<file path="config.mk">
export PLATFORM = sky130hd
export DESIGN_NAME = gshare_train_tracker
export DESIGN_NICKNAME = d
export VERILOG_FILES = /design/src/rtl/gshare_pkg.sv /design/src/rtl/gshare_inflight_fifo.sv /design/src/rtl/gshare_train_tracker.sv
export SDC_FILE = /design/constraint.sdc
export NUM_CORES = 1
export LEC_CHECK = 0
export CAP_MARGIN = 10
export CORE_AREA = 2 2 102 104
export DETAILED_ROUTE_END_ITERATION = 10
export DIE_AREA = 0 0 104 106
export GPL_TIMING_DRIVEN = 0
export PLACE_DENSITY = 0.91
export REMOVE_ABC_BUFFERS = 1
export SYNTH_ARGS = -nofsm -noshare
export SYNTH_HDL_FRONTEND = slang
export SYNTH_SLANG_ARGS = --single-unit
</file>
<file path="constraint.sdc">
create_clock -name clk -period 8.4 [get_ports clk]
set_input_delay 1.26 -clock clk [delete_from_list [all_inputs] [get_ports clk]]
set_output_delay 1.26 -clock clk [all_outputs]
set_load 0.05 [all_outputs]
</file>
<file path="src/rtl/gshare_pkg.sv">
// Shared types for the gshare predictor and its training loop.
package gshare_pkg;

    localparam int GSHARE_N = 7;

    typedef struct packed {
        logic [GSHARE_N-1:0] pc;
        logic [GSHARE_N-1:0] history;
        logic                pred_taken;
    } inflight_entry_t;

    typedef enum logic [1:0] {
        SNT = 2'b00,
        LNT = 2'b01,
        LT  = 2'b10,
        ST  = 2'b11
    } ctr_state_t;

    // Saturating 2-bit counter step used by the predictor tables.
    function automatic ctr_state_t ctr_next(input ctr_state_t s, input logic taken);
        ctr_state_t n;
        case (s)
            SNT:     n = taken ? LNT : SNT;
            LNT:     n = taken ? LT  : SNT;
            LT:      n = taken ? ST  : LNT;
            ST:      n = taken ? ST  : LT;
            default: n = SNT;
        endcase
        return n;
    endfunction

endpackage

</file>
<file path="src/rtl/gshare_inflight_fifo.sv">
// Circular in-order buffer of issued predictions; flush empties it in one cycle.
module gshare_inflight_fifo
    import gshare_pkg::*;
#(
    parameter int DEPTH = 8
) (
    input  logic                    clk,
    input  logic                    areset_n,
    input  logic                    push,
    input  logic                    pop,
    input  logic                    flush,
    input  inflight_entry_t         wdata,
    output inflight_entry_t         rdata,
    output logic                    full,
    output logic                    empty,
    output logic [$clog2(DEPTH):0]  count
);

    localparam int AW = $clog2(DEPTH);

    logic [AW-1:0]   head_r;
    logic [AW-1:0]   tail_r;
    logic [AW:0]     count_r;
    inflight_entry_t mem_r [DEPTH];
    logic            push_s;
    logic            pop_s;

    assign full   = (count_r == (AW+1)'(DEPTH));
    assign empty  = (count_r == (AW+1)'(0));
    assign count  = count_r;
    assign rdata  = mem_r[head_r];
    assign push_s = push & ~full & ~flush;
    assign pop_s  = pop & ~empty;

    // Pointer and occupancy tracking; flush drops everything behind the head.
    always_ff @(posedge clk or negedge areset_n) begin
        if (!areset_n) begin
            head_r  <= AW'(0);
            tail_r  <= AW'(0);
            count_r <= (AW+1)'(0);
        end else if (flush) begin
            head_r  <= tail_r;
            count_r <= (AW+1)'(0);
        end else begin
            if (push_s) begin
                tail_r <= tail_r + AW'(1);
            end
            if (pop_s) begin
                head_r <= head_r + AW'(1);
            end
            case ({push_s, pop_s})
                2'b10:   count_r <= count_r + (AW+1)'(1);
                2'b01:   count_r <= count_r - (AW+1)'(1);
                default: count_r <= count_r;
            endcase
        end
    end

    // Entry storage, deliberately left out of reset.
    always_ff @(posedge clk) begin
        if (push_s) begin
            mem_r[tail_r] <= wdata;
        end
    end

endmodule

</file>
<file path="src/rtl/gshare_train_tracker.sv">
// Pairs each in-flight gshare prediction with its resolved outcome and emits a
// one-cycle training pulse; wrong-path predictions are squashed after a mispredict.
module gshare_train_tracker
    import gshare_pkg::*;
#(
    parameter int N     = GSHARE_N,
    parameter int DEPTH = 8
) (
    input  logic                    clk,
    input  logic                    areset_n,
    input  logic                    pred_valid,
    input  logic [N-1:0]            pred_pc,
    input  logic                    pred_taken,
    input  logic [N-1:0]            pred_history,
    output logic                    pred_ready,
    input  logic                    resolve_valid,
    input  logic                    resolve_taken,
    output logic                    train_valid,
    output logic                    train_taken,
    output logic                    train_mispredicted,
    output logic [N-1:0]            train_history,
    output logic [N-1:0]            train_pc,
    output logic [$clog2(DEPTH):0]  inflight_count,
    output logic                    overflow_err,
    output logic                    underflow_err
);

    inflight_entry_t         wr_entry_s;
    inflight_entry_t         head_s;
    logic                    full_s;
    logic                    empty_s;
    logic [$clog2(DEPTH):0]  count_s;
    logic                    pop_s;
    logic                    push_s;
    logic                    mispredict_s;
    logic                    squash_s;

    logic                    train_valid_r;
    logic                    train_taken_r;
    logic                    train_mispredicted_r;
    logic [N-1:0]            train_history_r;
    logic [N-1:0]            train_pc_r;
    logic                    overflow_err_r;
    logic                    underflow_err_r;

    assign wr_entry_s = '{pc: pred_pc, history: pred_history, pred_taken: pred_taken};

    // Squash spans the mispredicting cycle and the following one, until the
    // predictor's history reload becomes visible.
    always_comb begin
        pop_s        = resolve_valid & ~empty_s;
        mispredict_s = pop_s & (resolve_taken ^ head_s.pred_taken);
        squash_s     = mispredict_s | (train_valid_r & train_mispredicted_r);
        push_s       = pred_valid & ~full_s & ~squash_s;
    end

    gshare_inflight_fifo #(
        .DEPTH (DEPTH)
    ) u_fifo (
        .clk      (clk),
        .areset_n (areset_n),
        .push     (push_s),
        .pop      (pop_s),
        .flush    (mispredict_s),
        .wdata    (wr_entry_s),
        .rdata    (head_s),
        .full     (full_s),
        .empty    (empty_s),
        .count    (count_s)
    );

    // Registered training pulse and sticky error flags.
    always_ff @(posedge clk or negedge areset_n) begin
        if (!areset_n) begin
            train_valid_r        <= 1'b0;
            train_taken_r        <= 1'b0;
            train_mispredicted_r <= 1'b0;
            train_history_r      <= N'(0);
            train_pc_r           <= N'(0);
            overflow_err_r       <= 1'b0;
            underflow_err_r      <= 1'b0;
        end else begin
            train_valid_r <= pop_s;
            if (pop_s) begin
                train_taken_r        <= resolve_taken;
                train_mispredicted_r <= mispredict_s;
                train_history_r      <= head_s.history;
                train_pc_r           <= head_s.pc;
            end else begin
                train_taken_r        <= 1'b0;
                train_mispredicted_r <= 1'b0;
                train_history_r      <= N'(0);
                train_pc_r           <= N'(0);
            end
            if (pred_valid & full_s & ~squash_s) begin
                overflow_err_r <= 1'b1;
            end
            if (resolve_valid & empty_s) begin
                underflow_err_r <= 1'b1;
            end
        end
    end

    assign pred_ready         = ~full_s;
    assign inflight_count     = count_s;
    assign train_valid        = train_valid_r;
    assign train_taken        = train_taken_r;
    assign train_mispredicted = train_mispredicted_r;
    assign train_history      = train_history_r;
    assign train_pc           = train_pc_r;
    assign overflow_err       = overflow_err_r;
    assign underflow_err      = underflow_err_r;

endmodule

</file>
==> results.md <==
- Final wirelength: 12,000 um
- Synth async-reset ratio: between 10% and 20%
- Largest net degree at the start of global routing: 30
- Fillcell total: 601
- HP Class: register to register
- Global route hottest layer: met2
- Cts bufs inserted: 17
- Most common library cells after synthesis: edfxtp_1, dfrtp_1, mux4_2, nor2_1, mux2i_1
- CP arrival: between 3000 and 4000 ps
- Full die area: 11,000 um2
- Pleak: 2.57 nW
- Max Buffers Root-to-Sink: 2
- CP Capture Type: register
- IO buf count: 43
- Routing usage on met1: approximately 29%
- Vias in the first global route: 3,319
- WHS: 464 ps
- Final Instance Count excl. Fillers: 524
- Critical Path Fanout Max: 20
- Outcome: finished, final reports clean
- RSZ-0062 raised after global routing: false
- Most common cell in the netlist: edfxtp_1
- Crit share post-route: around 44%
- Clock-pin slew on the worst setup and hold paths: 70 ps
- GR Util met2: 40.8%
- Total Nets Final: 399
- Mapped Cells: 310
- Chip height: approximately 110 um
- Max Cap Viol: 0
- Post-synth cell types: between 40 and 50
- Most area-hungry cell type in the Yosys netlist: edfxtp_1
- Number of synthesized flops with an enable pin: 120
- CTS sink cnt: between 100 and 150
- Post-CTS resize count: 0
- Worst Tran Pin Value: 1140 ps
- Area after DPL: 6660 um2
- Worst Setup Start Kind: register
- CTS tree: yes
- Critical path class: register to register
- I/O pin total: 44
- GRT overflow: 0
- Post-route DRC: 0
- Slew HR: approximately a quarter
- Max Slew Vio Count: 0
- DP HPWL: between 7000 and 8000 um
- Post-CTS Setup Bufs: 0
- FMAX: 269 MHz
- Hold-fix buffers at CTS: 0
- Ant. Diodes: 0
- Starting DRT DRC Count: 283
- Power density cells: around 380 nW/um2
- Sequential share of the synthesized area: 73.5%
- First-pass GRT wire length: ~19,000 um
- CTS HTree Levels: 4
- Reg2Reg Setup Slack: about 4700 ps
- DR pass1 iterations: 4
- Average wire per standard cell: 22.8 um
- Ys Warns: 0
- Max VDD drop: roughly 220 uV
- Yosys top cell area share: 61.2%
- Area grow syn2layout: 22.6%
- Core area: 10000 um2
- Fin util: 72.2%
- GPL Wtd Cong: 0.737
- Main synth FF type: edfxtp_1
- Setup TNS: 0 ps
- Final hold vios: 0
- Cell Area, Synth: 5890 um2
- Vias per std cell: 5.95
- Data required, critical path: 8630 ps
- Row Count: 37
- Worst Clk Skew: 11.7 ps
- Design area: 7220 um2
- Initial antenna violation count: 0
- Post-synthesis area per instance: 19.0 um2
- Ranking of synthesized cells by area: edfxtp_1, dfrtp_1, mux4_2
- Initial Util: about three fifths
- Clk_lat worst skew: 530 ps
- Yosys reg bits: about 150
- Root buffer cell: clkbuf_8
- Min Tclk post-route: between 3000 and 4000 ps
- Setup violators final: 0
- GR Util met3: a little under 6%
- Final ANT Viol Nets: 0
- Chip width: 104 um
- Detailed-route via count: ~3.1k
- Gr usage total: 23.6%
- Placed insts: 492
- Share of cells above drive strength 1: 26.3%
area by class of cell:
cell class | instances | area, um2 | area share (%)
Timing Repair Buffer | 62 | 623 | 8.63
Inverter | 4 | 15.0 | 0.208
Sequential cell | 149 | 4330 | 60.0
Clock buffer | 17 | 414 | 5.74
Multi-Input combinational cell | 141 | 1520 | 21.1
Clock inverter | 15 | 143 | 1.98
Tap cell | 136 | 170 | 2.36
kinds of logic (layout without fill, tap and decap cells):
group | count (synthesis) | count (layout) | synth area share [%]
DFF | 149 | 149 | 73.5
buffers and inverters | 20 | 98 | 1.64
xor gates and xnor gates | 6 | 6 | 1.15
adders and majority gates | 4 | 4 | 0.850
and+or+nand+nor | 56 | 56 | 5.03
AOI/OAI and AO/OA | 25 | 25 | 3.17
muxes | 50 | 50 | 14.7
worst paths after layout:
path,from,to,cells after the start
hold reg to reg,underflow_err$_DFFE_PN0P_,underflow_err$_DFFE_PN0P_,1
hold / removal,underflow_err$_DFFE_PN0P_,underflow_err$_DFFE_PN0P_,1
setup / recovery,u_fifo.head_r[2]$_DFFE_PN0P_,u_fifo.mem_r[6][6]$_DFFE_PP_,7
min in group asynchronous,areset_n,train_history[6]$_DFF_PN0_,1
max in group asynchronous,areset_n,u_fifo.head_r[0]$_DFFE_PN0P_,1
setup reg to reg,u_fifo.head_r[2]$_DFFE_PN0P_,u_fifo.mem_r[6][6]$_DFFE_PP_,7
worst max-delay path: stages, from the launching register on:
cell	delay, ps
dfrtp_1	1090
nand3b_1	270
nand4_4	240
xor2_2	360
o21ai_2	250
nor4b_2	690
buf_4	300
buf_4	190
state kept, by name (all words and copies together) (netlist names):
name                cells
overflow_err            1
train_history           7
train_mispredicted      1
train_pc                7
train_taken             1
train_valid             1
u_fifo.count            4
u_fifo.head_r           3
u_fifo.mem_r          120
u_fifo.tail_r           3
underflow_err           1
metrics by stage:
| step | setup WS (ps) | power (mW) |
|---|---|---|
| after floorplan | 3720 | 1.70 |
| after global placement | 1660 | 1.94 |
| after detailed placement | 4370 | 2.04 |
| after CTS | 4650 | 2.77 |
| after global routing | 4490 | 2.86 |
| final | 4690 | 2.75 |
cells in the final DEF, fill, tap and decap left out, types with 2 or more instances in the layout:
| cell | instances |
|---|---|
| clkbuf_16 | 16 |
| inv_6 | 9 |
| nor4b_2 | 4 |
| edfxtp_1 | 120 |
| mux4_2 | 28 |
| buf_4 | 11 |
| nor2_1 | 22 |
| o31ai_1 | 2 |
| mux2i_1 | 20 |
| clkinvlp_4 | 2 |
| a21oi_1 | 4 |
| nor3_1 | 3 |
| nand3_1 | 2 |
| nand3b_1 | 2 |
| nand2_1 | 13 |
| nor3_2 | 2 |
| dfrtp_1 | 28 |
| a21boi_0 | 2 |
| o21ai_0 | 4 |
| ha_1 | 4 |
| buf_6 | 6 |
| inv_1 | 3 |
| nor4_2 | 2 |
| clkinv_2 | 2 |
| xnor2_1 | 2 |
| a31oi_1 | 3 |
| clkdlybuf4s50_1 | 42 |
| xor2_1 | 2 |
layer usage:
layer  vias to the layer above  wire length [um]  part of all wire [%]
met5                         -                 0                     0
met1                      1594              4610                    39
met4                         0               174                   1.5
met2                       149              6370                    53
met3                        12               814                   6.8
li1                       1365                 -                     -
where the power goes:
| group | internal [mW] | switching (mW) | total, mW |
|---|---|---|---|
| Clock | 0.400 | 0.305 | 0.705 |
| Combinational | 0.420 | 0.526 | 0.946 |
| Sequential | 0.944 | 0.151 | 1.09 |
Power figures use the tool's default switching activity.
